`src/rtl/simd_sequencer_if.sv`:
```
`default_nettype none
// ============================================================================
// Module      : simd_sequencer_if
// Description : Handshake and control bundle between the SIMD control
//               sequencer, the instruction fetch unit, the data fetch
//               (load/store) unit and the PE array.
//               master : sequencer side (takes instruction and done inputs,
//                        drives the phase controls)
//               slave  : surrounding units / environment side
// Signals     : INSTR, START_SIGNAL, FETCH_DONE, STORE_DONE, MAC_DONE (in to
//               sequencer); PC_INCR, INSTR_DONE, DIMEN, ADDR_START, ADDR_RST,
//               WRADDR_START, ADDRESS, WRITE_MAT, MAT_MUX, MAC_CTRL, RST_ACC,
//               RST_PC, RST_ADD, OUT_READY, STOP_SIGNAL, ERR_SIGNAL,
//               INSTR_COUNT (out of sequencer)
// Revision    : 1.0 - initial release
// ============================================================================
interface simd_sequencer_if #(
  parameter int NUM_PE = 4,
  parameter int ADDR_W = 17,
  parameter int CNT_W  = 16
);
  logic [31:0]       INSTR;
  logic              START_SIGNAL;
  logic              FETCH_DONE;
  logic              STORE_DONE;
  logic [NUM_PE-1:0] MAC_DONE;

  logic              PC_INCR;
  logic              INSTR_DONE;
  logic [1:0]        DIMEN;
  logic              ADDR_START;
  logic              ADDR_RST;
  logic              WRADDR_START;
  logic [ADDR_W-1:0] ADDRESS;
  logic [NUM_PE-1:0] WRITE_MAT;
  logic [NUM_PE-1:0] MAT_MUX;
  logic [NUM_PE-1:0] MAC_CTRL;
  logic [NUM_PE-1:0] RST_ACC;
  logic [NUM_PE-1:0] RST_PC;
  logic [NUM_PE-1:0] RST_ADD;
  logic [NUM_PE-1:0] OUT_READY;
  logic              STOP_SIGNAL;
  logic              ERR_SIGNAL;
  logic [CNT_W-1:0]  INSTR_COUNT;

  modport master (
    input  INSTR, START_SIGNAL, FETCH_DONE, STORE_DONE, MAC_DONE,
    output PC_INCR, INSTR_DONE, DIMEN, ADDR_START, ADDR_RST, WRADDR_START,
           ADDRESS, WRITE_MAT, MAT_MUX, MAC_CTRL, RST_ACC, RST_PC, RST_ADD,
           OUT_READY, STOP_SIGNAL, ERR_SIGNAL, INSTR_COUNT
  );

  modport slave (
    output INSTR, START_SIGNAL, FETCH_DONE, STORE_DONE, MAC_DONE,
    input  PC_INCR, INSTR_DONE, DIMEN, ADDR_START, ADDR_RST, WRADDR_START,
           ADDRESS, WRITE_MAT, MAT_MUX, MAC_CTRL, RST_ACC, RST_PC, RST_ADD,
           OUT_READY, STOP_SIGNAL, ERR_SIGNAL, INSTR_COUNT
  );
endinterface
`default_nettype wire

```
`src/rtl/simd_sequencer.sv`:
```
`default_nettype none
// ============================================================================
// Module      : simd_sequencer
// Description : Parametrised SIMD control sequencer. Decodes 32-bit
//               instructions and sequences load, multiply-accumulate and
//               store phases across NUM_PE processing elements, with PE
//               select masks, illegal-instruction trap and a saturating
//               retired-instruction counter.
//               Optional macro SEQ_WATCHDOG_EN: phase watchdog that forces
//               the ERROR state after TIMEOUT cycles in one phase.
// Ports       : CLK  - clock
//               RSTN - asynchronous reset, active high
//               bus  - simd_sequencer_if.master (instruction, done inputs,
//                      all phase/PE controls and status outputs)
// Revision    : 1.0 - initial release
// ============================================================================
module simd_sequencer #(
  parameter int NUM_PE  = 4,
  parameter int ADDR_W  = 17,
  parameter int CNT_W   = 16,
  parameter int TIMEOUT = 1024
) (
  input  logic             CLK,
  input  logic             RSTN,
  simd_sequencer_if.master bus
);

  // State codes 0..6 equal the opcodes, so a legal opcode casts directly.
  typedef enum logic [2:0] {
    S_IDLE    = 3'd0,
    S_FETCH   = 3'd1,
    S_LOADA   = 3'd2,
    S_LOADB   = 3'd3,
    S_MULTACC = 3'd4,
    S_STORE   = 3'd5,
    S_STOP    = 3'd6,
    S_ERROR   = 3'd7
  } state_t;

  localparam logic [2:0]        c_OP_STOP    = 3'd6;
  localparam logic [2:0]        c_OP_ILLEGAL = 3'd7;
  localparam logic [6:0]        c_NUM_PE7    = 7'(NUM_PE);
  localparam logic [NUM_PE-1:0] c_ONE        = NUM_PE'(1);

  state_t              state_q;
  logic [NUM_PE-1:0]   pe_mask_q;
  logic [ADDR_W-1:0]   ins_addr_q;
  logic [1:0]          ins_dimen_q;

  logic                pc_incr_q;
  logic [1:0]          dimen_q;
  logic                addr_start_q;
  logic                addr_rst_q;
  logic                wraddr_start_q;
  logic [ADDR_W-1:0]   address_q;
  logic [NUM_PE-1:0]   write_mat_q;
  logic [NUM_PE-1:0]   mat_mux_q;
  logic [NUM_PE-1:0]   mac_ctrl_q;
  logic [NUM_PE-1:0]   rst_acc_q;
  logic [NUM_PE-1:0]   rst_pc_q;
  logic [NUM_PE-1:0]   rst_add_q;
  logic [NUM_PE-1:0]   out_ready_q;
  logic                stop_q;
  logic                err_q;
  logic [CNT_W-1:0]    cnt_q;

  // Instruction field decode
  logic [2:0]          w_opcode;
  logic [1:0]          w_mode;
  logic [5:0]          w_idx;
  logic                w_sel;
  logic                w_idx_ok;
  logic                w_illegal;
  logic [NUM_PE-1:0]   mask_d;
  logic                w_mac_done;
  logic                w_instr_done;
  logic                w_wd_expired;

  assign w_opcode = bus.INSTR[2:0];
  assign w_mode   = bus.INSTR[8:7];
  assign w_idx    = bus.INSTR[14:9];
  assign w_sel    = bus.INSTR[13];

  always_comb begin
    mask_d   = '1;
    w_idx_ok = 1'b1;
    case (w_mode)
      2'd0: mask_d = '1;
      2'd1: begin
        mask_d   = c_ONE << w_idx;
        w_idx_ok = ({1'b0, w_idx} < c_NUM_PE7);
      end
      2'd2: begin
        for (int i = 0; i < NUM_PE; i++)
          mask_d[i] = w_sel ? (i < NUM_PE / 2) : (i >= NUM_PE / 2);
      end
      default: begin
        for (int i = 0; i < NUM_PE; i++)
          mask_d[i] = w_sel ? (i % 2 == 0) : (i % 2 == 1);
      end
    endcase
  end

  assign w_illegal  = (w_opcode == c_OP_ILLEGAL) || !w_idx_ok;

  // Only PEs selected by the latched mask take part in the reduction.
  assign w_mac_done = ((bus.MAC_DONE & pe_mask_q) == pe_mask_q);

  assign w_instr_done = ((state_q == S_IDLE) && bus.START_SIGNAL) ||
                        (((state_q == S_LOADA) || (state_q == S_LOADB)) && bus.FETCH_DONE) ||
                        ((state_q == S_MULTACC) && w_mac_done) ||
                        ((state_q == S_STORE) && bus.STORE_DONE);

`ifdef SEQ_WATCHDOG_EN
  localparam int c_WD_W = (TIMEOUT > 1) ? $clog2(TIMEOUT) : 1;

  logic [c_WD_W-1:0] wd_q;
  logic              w_in_phase;

  assign w_in_phase = (state_q == S_LOADA) || (state_q == S_LOADB) ||
                      (state_q == S_MULTACC) || (state_q == S_STORE);

  // wd_q counts completed cycles in the current phase; a phase that is
  // still waiting on its TIMEOUT-th cycle is aborted.
  assign w_wd_expired = w_in_phase && (wd_q == c_WD_W'(TIMEOUT - 1));

  always_ff @(posedge CLK or posedge RSTN) begin
    if (RSTN)
      wd_q <= '0;
    else if (w_in_phase && !w_instr_done && !w_wd_expired)
      wd_q <= wd_q + 1'b1;
    else
      wd_q <= '0;
  end

  logic w_unused;
  assign w_unused = &{1'b0, bus.INSTR};
`else
  assign w_wd_expired = 1'b0;

  logic w_unused;
  assign w_unused = &{1'b0, bus.INSTR, (TIMEOUT > 0)};
`endif

  // Outputs are registered from the current state, so each one appears
  // the cycle after the state that asserts it.
  always_ff @(posedge CLK or posedge RSTN) begin
    if (RSTN) begin
      state_q        <= S_IDLE;
      pe_mask_q      <= '0;
      ins_addr_q     <= '0;
      ins_dimen_q    <= '0;
      pc_incr_q      <= 1'b0;
      dimen_q        <= '0;
      addr_start_q   <= 1'b0;
      addr_rst_q     <= 1'b1;
      wraddr_start_q <= 1'b0;
      address_q      <= '0;
      write_mat_q    <= '0;
      mat_mux_q      <= '0;
      mac_ctrl_q     <= '0;
      rst_acc_q      <= '1;
      rst_pc_q       <= '1;
      rst_add_q      <= '1;
      out_ready_q    <= '0;
      stop_q         <= 1'b0;
      err_q          <= 1'b0;
      cnt_q          <= '0;
    end else begin
      pc_incr_q      <= 1'b0;
      dimen_q        <= '0;
      addr_start_q   <= 1'b0;
      addr_rst_q     <= 1'b0;
      wraddr_start_q <= 1'b0;
      address_q      <= '0;
      write_mat_q    <= '0;
      mat_mux_q      <= '0;
      mac_ctrl_q     <= '0;
      rst_acc_q      <= '0;
      rst_pc_q       <= '0;
      rst_add_q      <= '0;
      out_ready_q    <= '0;

      // The IDLE start handshake is not a retired instruction.
      if (w_instr_done && (state_q != S_IDLE) && (cnt_q != {CNT_W{1'b1}}))
        cnt_q <= cnt_q + 1'b1;

      case (state_q)
        S_IDLE: begin
          if (bus.START_SIGNAL)
            state_q <= S_FETCH;
        end

        S_FETCH: begin
          pc_incr_q   <= 1'b1;
          dimen_q     <= bus.INSTR[4:3];
          rst_acc_q   <= {NUM_PE{bus.INSTR[5]}};
          pe_mask_q   <= mask_d;
          ins_addr_q  <= bus.INSTR[31 -: ADDR_W];
          ins_dimen_q <= bus.INSTR[4:3];
          if (w_illegal) begin
            state_q <= S_ERROR;
            err_q   <= 1'b1;
            stop_q  <= 1'b1;
          end else begin
            state_q <= state_t'(w_opcode);
            if (w_opcode == c_OP_STOP)
              stop_q <= 1'b1;
          end
        end

        S_LOADA, S_LOADB: begin
          if (bus.FETCH_DONE) begin
            addr_rst_q <= 1'b1;
            rst_add_q  <= '1;
            state_q    <= S_FETCH;
          end else if (w_wd_expired) begin
            state_q <= S_ERROR;
            err_q   <= 1'b1;
            stop_q  <= 1'b1;
          end else begin
            write_mat_q  <= pe_mask_q;
            mat_mux_q    <= {NUM_PE{state_q == S_LOADA}};
            address_q    <= ins_addr_q;
            dimen_q      <= ins_dimen_q;
            addr_start_q <= 1'b1;
          end
        end

        S_MULTACC: begin
          if (w_mac_done) begin
            rst_pc_q <= pe_mask_q;
            state_q  <= S_FETCH;
          end else if (w_wd_expired) begin
            state_q <= S_ERROR;
            err_q   <= 1'b1;
            stop_q  <= 1'b1;
          end else begin
            mac_ctrl_q <= pe_mask_q;
          end
        end

        S_STORE: begin
          if (bus.STORE_DONE) begin
            addr_rst_q <= 1'b1;
            state_q    <= S_FETCH;
          end else if (w_wd_expired) begin
            state_q <= S_ERROR;
            err_q   <= 1'b1;
            stop_q  <= 1'b1;
          end else begin
            out_ready_q    <= '1;
            wraddr_start_q <= 1'b1;
            address_q      <= ins_addr_q;
            addr_start_q   <= 1'b1;
          end
        end

        S_STOP: begin
          stop_q <= 1'b1;
        end

        default: begin
          err_q  <= 1'b1;
          stop_q <= 1'b1;
        end
      endcase
    end
  end

  assign bus.INSTR_DONE   = w_instr_done;
  assign bus.PC_INCR      = pc_incr_q;
  assign bus.DIMEN        = dimen_q;
  assign bus.ADDR_START   = addr_start_q;
  assign bus.ADDR_RST     = addr_rst_q;
  assign bus.WRADDR_START = wraddr_start_q;
  assign bus.ADDRESS      = address_q;
  assign bus.WRITE_MAT    = write_mat_q;
  assign bus.MAT_MUX      = mat_mux_q;
  assign bus.MAC_CTRL     = mac_ctrl_q;
  assign bus.RST_ACC      = rst_acc_q;
  assign bus.RST_PC       = rst_pc_q;
  assign bus.RST_ADD      = rst_add_q;
  assign bus.OUT_READY    = out_ready_q;
  assign bus.STOP_SIGNAL  = stop_q;
  assign bus.ERR_SIGNAL   = err_q;
  assign bus.INSTR_COUNT  = cnt_q;

endmodule
`default_nettype wire
```
`src/flat_wrapper.sv`:
```
// flat-port wrapper written by rule: the top's interface ports become plain ports
module simd_sequencer_flat 
#(
  parameter int NUM_PE  = 4,
  parameter int ADDR_W  = 17,
  parameter int CNT_W   = 16,
  parameter int TIMEOUT = 1024
)
  (CLK, RSTN, bus_INSTR, bus_START_SIGNAL, bus_FETCH_DONE, bus_STORE_DONE, bus_MAC_DONE, bus_PC_INCR, bus_INSTR_DONE, bus_DIMEN, bus_ADDR_START, bus_ADDR_RST, bus_WRADDR_START, bus_ADDRESS, bus_WRITE_MAT, bus_MAT_MUX, bus_MAC_CTRL, bus_RST_ACC, bus_RST_PC, bus_RST_ADD, bus_OUT_READY, bus_STOP_SIGNAL, bus_ERR_SIGNAL, bus_INSTR_COUNT);
  simd_sequencer_if #(.NUM_PE(NUM_PE), .ADDR_W(ADDR_W), .CNT_W(CNT_W)) bus_i ();
  input  logic CLK;
  input  logic RSTN;
  input wire logic [$bits(bus_i.INSTR)-1:0] bus_INSTR;
  input wire logic [$bits(bus_i.START_SIGNAL)-1:0] bus_START_SIGNAL;
  input wire logic [$bits(bus_i.FETCH_DONE)-1:0] bus_FETCH_DONE;
  input wire logic [$bits(bus_i.STORE_DONE)-1:0] bus_STORE_DONE;
  input wire logic [$bits(bus_i.MAC_DONE)-1:0] bus_MAC_DONE;
  output wire logic [$bits(bus_i.PC_INCR)-1:0] bus_PC_INCR;
  output wire logic [$bits(bus_i.INSTR_DONE)-1:0] bus_INSTR_DONE;
  output wire logic [$bits(bus_i.DIMEN)-1:0] bus_DIMEN;
  output wire logic [$bits(bus_i.ADDR_START)-1:0] bus_ADDR_START;
  output wire logic [$bits(bus_i.ADDR_RST)-1:0] bus_ADDR_RST;
  output wire logic [$bits(bus_i.WRADDR_START)-1:0] bus_WRADDR_START;
  output wire logic [$bits(bus_i.ADDRESS)-1:0] bus_ADDRESS;
  output wire logic [$bits(bus_i.WRITE_MAT)-1:0] bus_WRITE_MAT;
  output wire logic [$bits(bus_i.MAT_MUX)-1:0] bus_MAT_MUX;
  output wire logic [$bits(bus_i.MAC_CTRL)-1:0] bus_MAC_CTRL;
  output wire logic [$bits(bus_i.RST_ACC)-1:0] bus_RST_ACC;
  output wire logic [$bits(bus_i.RST_PC)-1:0] bus_RST_PC;
  output wire logic [$bits(bus_i.RST_ADD)-1:0] bus_RST_ADD;
  output wire logic [$bits(bus_i.OUT_READY)-1:0] bus_OUT_READY;
  output wire logic [$bits(bus_i.STOP_SIGNAL)-1:0] bus_STOP_SIGNAL;
  output wire logic [$bits(bus_i.ERR_SIGNAL)-1:0] bus_ERR_SIGNAL;
  output wire logic [$bits(bus_i.INSTR_COUNT)-1:0] bus_INSTR_COUNT;
  assign bus_i.INSTR = bus_INSTR;
  assign bus_i.START_SIGNAL = bus_START_SIGNAL;
  assign bus_i.FETCH_DONE = bus_FETCH_DONE;
  assign bus_i.STORE_DONE = bus_STORE_DONE;
  assign bus_i.MAC_DONE = bus_MAC_DONE;
  assign bus_PC_INCR = bus_i.PC_INCR;
  assign bus_INSTR_DONE = bus_i.INSTR_DONE;
  assign bus_DIMEN = bus_i.DIMEN;
  assign bus_ADDR_START = bus_i.ADDR_START;
  assign bus_ADDR_RST = bus_i.ADDR_RST;
  assign bus_WRADDR_START = bus_i.WRADDR_START;
  assign bus_ADDRESS = bus_i.ADDRESS;
  assign bus_WRITE_MAT = bus_i.WRITE_MAT;
  assign bus_MAT_MUX = bus_i.MAT_MUX;
  assign bus_MAC_CTRL = bus_i.MAC_CTRL;
  assign bus_RST_ACC = bus_i.RST_ACC;
  assign bus_RST_PC = bus_i.RST_PC;
  assign bus_RST_ADD = bus_i.RST_ADD;
  assign bus_OUT_READY = bus_i.OUT_READY;
  assign bus_STOP_SIGNAL = bus_i.STOP_SIGNAL;
  assign bus_ERR_SIGNAL = bus_i.ERR_SIGNAL;
  assign bus_INSTR_COUNT = bus_i.INSTR_COUNT;
  simd_sequencer #(.NUM_PE(NUM_PE), .ADDR_W(ADDR_W), .CNT_W(CNT_W), .TIMEOUT(TIMEOUT)) u_core (.CLK(CLK), .RSTN(RSTN), .bus(bus_i));
endmodule
```
`config.mk`:
```
export PLATFORM = sky130hd
export DESIGN_NAME = simd_sequencer_flat
export DESIGN_NICKNAME = d
export VERILOG_FILES = /design/src/rtl/simd_sequencer_if.sv /design/src/rtl/simd_sequencer.sv /design/src/flat_wrapper.sv
export SDC_FILE = /design/constraint.sdc
export NUM_CORES = 1
export LEC_CHECK = 0
export ABC_AREA = 0
export ABC_CLOCK_PERIOD_IN_PS = 3000
export CAP_MARGIN = 10
export CORE_MARGIN = 8
export CORE_UTILIZATION = 46
export CTS_CLUSTER_SIZE = 16
export DETAILED_ROUTE_END_ITERATION = 10
export PLACE_DENSITY = 0.8
export SYNTH_ARGS = -nofsm -noshare
export SYNTH_HDL_FRONTEND = slang
export SYNTH_SLANG_ARGS = --single-unit
```
`constraint.sdc`:
```
create_clock -name CLK -period 3 [get_ports CLK]
set_input_delay 0.45 -clock CLK [delete_from_list [all_inputs] [get_ports CLK]]
set_output_delay 0.45 -clock CLK [all_outputs]
set_load 0.01 [all_outputs]
```
# Word-level counts from Yosys, hierarchy flattened
# Cells that the tools add are included.
[op_classes] add_sub_neg=1 magnitude_cmp=1 n_eq_ne=18 shift=1 muxes=41 bitwise=3 n_reduce_logical=22
[ops] cell="two-way mux 4 bit" n=13
[ops] cell="two-way mux 17 bit" n=2
[ops] cell="one-hot mux 17 bit (2 select lines)" n=1
[ops] cell="adder 16 x 1 -> 16 bit, second input constant" n=1
[ops] cell="inequality test 16 bit, second input constant" n=1
[ops] cell="equality test 3 bit, second input constant" n=5
[ops] cell="two-way mux 3 bit" n=5
[ops] cell="one-hot mux 3 bit (5 select lines)" n=1
[ops] cell="two-way mux 1 bit" n=12
[ops] cell="one-hot mux 4 bit (3 select lines)" n=1
[ops] cell="one-hot mux 1 bit (2 select lines)" n=4
[ops] cell="equality test 3 x 2 -> 1 bit, second input constant" n=2
[ops] cell="logical AND 1 bit" n=6
[ops] cell="less-than comparator 6 x 3 -> 1 bit, second input constant" n=1
[ops] cell="inequality test 2 bit, second input constant" n=3
[ops] cell="OR reduction 6 bit" n=1
[ops] cell="<< shifter 1 x 6 -> 4 bit, first input constant" n=1
[ops] cell="logical OR 1 bit" n=5
[ops] cell="AND reduction 5 bit" n=1
[ops] cell="nonzero test 5 bit" n=1
[ops] cell="OR reduction 5 bit" n=1
[ops] cell="AND 4 bit" n=1
[ops] cell="equality test 4 bit" n=1
[ops] cell="inequality test 2 x 1 -> 1 bit, second input constant" n=2
[ops] cell="13 further kinds" n=15
[totals] regBits=95 input_bits=41 output_inout_bits=70 wordCells=107

# Longest topological paths before layout
[logic_depth] word_depth=8 mapped_depth=7 ltp_nobuf=5

# Least setup slack after synthesis
# Ideal clock, no wire load.
[synth_path] path_type="input port to output port" from="in bus_MAC_DONE[3]" to="out bus_INSTR_DONE" arrival_time_ns=1.321 required_ns=2.550 setup_slack_ns=1.229 stages=5 path_buffers=1 path_cell_list="or2b_2 -> o2111a_1 -> a21oi_4 -> buf_6 -> nand2_1"
[synth_between] elab_chain_len=5
[synth_lines] item="start, declared" line_no="flat_wrapper.sv:17" source="input wire logic [$bits(bus_i.MAC_DONE)-1:0] bus_MAC_DONE;"
[synth_lines] item="AND 4 bit" line_no="simd_sequencer.sv:107" source="assign w_mac_done = ((bus.MAC_DONE & pe_mask_q) == pe_mask_q);"
[synth_lines] item="equality test 4 bit" line_no="simd_sequencer.sv:107"
[synth_lines] item="logical AND 1 bit" line_no="simd_sequencer.sv:111" source="((state_q == S_MULTACC) && w_mac_done) ||"
[synth_lines] item="logical OR 1 bit" line_no="simd_sequencer.sv:110" source="(((state_q == S_LOADA) || (state_q == S_LOADB)) && bus.FETCH_DONE) ||"
[synth_lines] item="logical OR 1 bit" line_no="simd_sequencer.sv:111"
[synth_lines] item="end, declared" line_no="flat_wrapper.sv:19" source="output wire logic [$bits(bus_i.INSTR_DONE)-1:0] bus_INSTR_DONE;"
# No other way between the ends.

# Worst setup path in the final report
# Ends and elaborated chain as after synthesis.

==> results.md <==
- TritonCTS sink count: 82
- Final worst-path setup slack: ~0.41 ns
- Avg Cell Area, Syn: between 10 and 15 um^2
- Post-Layout Inst Area: 4790 um^2
- Std cell rows: 31
- Critical Path, Cell by Cell: clkdlybuf4s50_1 > or2b_2 > o2111a_1 > a21oi_4 > nand2_1 > clkdlybuf4s50_1
- Average vias per placed instance: 4.88
- Vias in the first global route: roughly 2,600
- Starting DRC count in detailed routing: 84
- Worst setup EP type: output port
- Post-cts gate resize count: 0
- Count of antenna diodes in the layout: 0
- Overall overflow remaining after global route: 0
- Count of mapped cells out of synthesis: 312
- Normalized max-slew margin: 64.3%
- Pin slew with the least headroom to its limit: ~0.53 ns
- Clk buf depth: 2
- Crit-path max FO: 7
- Level count of the clock H-tree: 3
- Period utilization: 86.3%
- Reported max-cap violation count: 0
- Critical path data arrival time: 2.14 ns
- Path category of the worst min-delay check: input pin to asynchronous set/reset pin
- Routed WL per cell: 15.8 um
- Area added between synthesis and finish: 39.3%
- Most common library cell in the layout ignoring fill and taps: clkdlybuf4s50_1
- Crit-path most repeated cell: clkdlybuf4s50_1
- Count of warnings emitted by yosys: 0
- Total DRC errors in the routed layout: 0
- Flops & latches, synth: 82
- Die area: 10,500 um^2
- Filler cell count: 587
- Number of port buffers: 109
- Final HPWL from detailed placement: 6040 um
- Final wirelength: 8210 um
- Number of buffers inserted during clock tree synthesis: 9
- CTS tree: yes
- Class of the most critical setup path: input pin to output port
- Critical Path Source Type: input pin
- Pin count of the biggest net entering global routing: 55
- Maximum single-stage delay on the critical path: 0.49 ns
- Overall track demand over capacity in global routing: 16.3%
- Fraction of final layout cells with drive strength greater than 1: 11.6%
- RSZ-0062 raised after global routing: false
- Power, Total: 4.07 mW
- Sequential element share of the synthesized area: between 50% and 60%
- CTS Root Cell: clkbuf_8
- Part of the power in the clock network: 23.6%
- Pins over their slew limit: 0
- Fin Hold WS: 0.437 ns
- Worst-case setup slack after placement: around 0.42 ns
- Largest vdd supply drop: 405 uV
- Shortest period the worst path allows: 2.59 ns
- Die X: 102 um
- Dominant register cell in the synthesized netlist: dfrtp_1
- Count of vias placed by the detailed router: ~2,500
- Area after DPL: between 4000 and 5000 um^2
- Cell area after synthesis: between 3000 and 4000 um^2
- Setup Total Neg Slack: 0 ns
- Slowest-stage cell, CP: clkdlybuf4s50_1
- Hold-fix buffers at CTS: 0
- Net count, final: about 460
- Top library cells by usage in the layout, fill and taps aside: clkdlybuf4s50_1, dfrtp_1, nand2_1
- Finish-stage setup viols: 0
- Detailed-router iteration count before antenna repair: 6
- Antenna violations before repair: 0
- FF/Latch Area: 2060 um^2
- GPL Wtd Cong: 0.810
- First-pass GRT wire length: 13,200 um
- Number of setup buffers added after CTS: 0
- Post-Route Skew: 0.00766 ns
- DRT antenna net count: 0
- Number of flops mapped to enable cells by yosys: 0
- Number of standard cells in the layout, taps in and fillers out: 520
- Result of the run: completed
- Total power per unit cell area: 849 nW/um^2
- Leak pwr: about 2.2 nW
- Total area of multi-input combinational cells: 1180 um^2
- Initial Util: 47.4%
- Net Sw Frac: 32.8%
- WP data required: around 2.6 ns
- Maximum frequency from static timing analysis: 0.386 GHz
- Number of hold-slack violations in the final timing report: 0
- Share of power burned in registers: 41.3%
- Latest clock arrival within the worst-skew pair: 0.35 ns
- Clock slew at reported path FFs: 0.09 ns
- Synthesized Nets: 354
- Distinct cells, synth: 48
- Share of synthesized registers carrying an async set or reset: 100%
- Dpl cells: ~500
- Internal power: 2.73 mW
- Io pins: approximately 110
- End-of-flow core utilization: between 60% and 70%
- Core region area: 7250 um^2
- Combinational share of power: 35.1%
- Die outline height: 102 um
- Sw power: 1.33 mW
-- synthesized netlist by cell type (3+ instances only) --
| cell type | instances | area, um^2 |
|---|---|---|
| nor2_1 | 11 | 41.3 |
| and2_1 | 4 | 25.0 |
| nor3_1 | 8 | 40.0 |
| clkbuf_1 | 4 | 15.0 |
| nor4_1 | 5 | 31.3 |
| xnor2_1 | 6 | 52.6 |
| nand2_1 | 69 | 259 |
| o21ai_0 | 6 | 30.0 |
| and2b_1 | 6 | 45.0 |
| nand2b_1 | 3 | 18.8 |
| nor2b_1 | 15 | 93.8 |
| nand3_1 | 5 | 25.0 |
| buf_6 | 4 | 45.0 |
| a21oi_1 | 5 | 25.0 |
| and3_2 | 7 | 52.6 |
| buf_4 | 13 | 97.6 |
| dfstp_2 | 7 | 184 |
| nand4_1 | 9 | 56.3 |
| dfrtp_1 | 75 | 1880 |
| xor2_1 | 10 | 87.6 |
| inv_1 | 7 | 26.3 |
-- final timing paths --
check	from	to	slack, ns	cells after the start
worst max register to register	u_core.state_q[2]	u_core.bus.INSTR_COUNT[14]	1.01	6
worst max-delay path	bus_MAC_DONE[3]	bus_INSTR_DONE	0.41	6
max in group asynchronous	RSTN	u_core.bus.RST_PC[3]	1.86	3
worst min-delay path	RSTN	u_core.ins_addr_q[15]	0.44	2
min in group CLK	u_core.bus.ERR_SIGNAL	u_core.bus.ERR_SIGNAL	0.46	1
worst min register to register	u_core.bus.ERR_SIGNAL	u_core.bus.ERR_SIGNAL	0.46	1
-- final cells by class --
cell class / instances / share of cell area (%)
Timing Repair Buffer: 115 / 24.0
Tap cell: 99 / 2.58
Clock inverter: 6 / 2.35
Sequential cell: 82 / 43.0
Clock buffer: 10 / 2.66
Inverter: 8 / 0.757
Multi-Input combinational cell: 200 / 24.7
-- state kept, by name, indices dropped and copies added, names as in the netlist --
register	cells
u_core.bus.MAT_MUX	1
u_core.bus.OUT_READY	1
u_core.bus.RST_ACC	1
u_core.bus.WRITE_MAT	4
u_core.bus.ADDRESS	17
u_core.bus.MAC_CTRL	4
u_core.bus.ADDR_START	1
u_core.bus.RST_PC	4
u_core.ins_addr_q	17
u_core.bus.STOP_SIGNAL	1
u_core.bus.DIMEN	2
u_core.state_q	3
u_core.bus.ERR_SIGNAL	1
u_core.bus.ADDR_RST	1
u_core.pe_mask_q	4
u_core.ins_dimen_q	2
u_core.bus.INSTR_COUNT	16
u_core.bus.RST_ADD	1
u_core.bus.PC_INCR	1
-- power by group through the flow --
stage | sequential [mW] | combinational, mW | clock [mW]
after floorplan | 1.70 | 0.808 | 0
after global placement | 1.68 | 1.40 | 0
after detailed placement | 1.69 | 1.45 | 0
after CTS | 1.68 | 1.45 | 0.975
after global routing | 1.74 | 1.58 | 1.02
final | 1.68 | 1.43 | 0.960
-- worst max-delay path, delay by kind of cell --
family	cells	cell delay, ns
and+or+nand+nor	2	0.37
buffers and inverters	2	0.89
AOI/OAI and AO/OA	2	0.44
-- layer usage --
metal  global-route usage, %  wire (um)  vias up
met3                    4.77        624       12
met5                       0          0        -
met1                    18.3       3340     1201
met4                    6.43        114        0
li1                        -          -     1232
met2                    28.4       4140       94
-- cells by family (layout without fill, tap and decap cells) --
| group | count (synthesis) | in the layout | share of synthesized area, % |
|---|---|---|---|
| AND/OR/NAND/NOR | 156 | 156 | 23.9 |
| flip-flops | 82 | 82 | 59.9 |
| buffers and inverters | 30 | 139 | 5.71 |
| AO/OA/AOI/OAI | 25 | 25 | 5.42 |
| XOR/XNOR | 16 | 16 | 4.07 |
| multiplexers | 2 | 2 | 0.655 |
| adder cells (fa/ha/maj) | 1 | 1 | 0.364 |
Power figures use the tool's default switching activity.
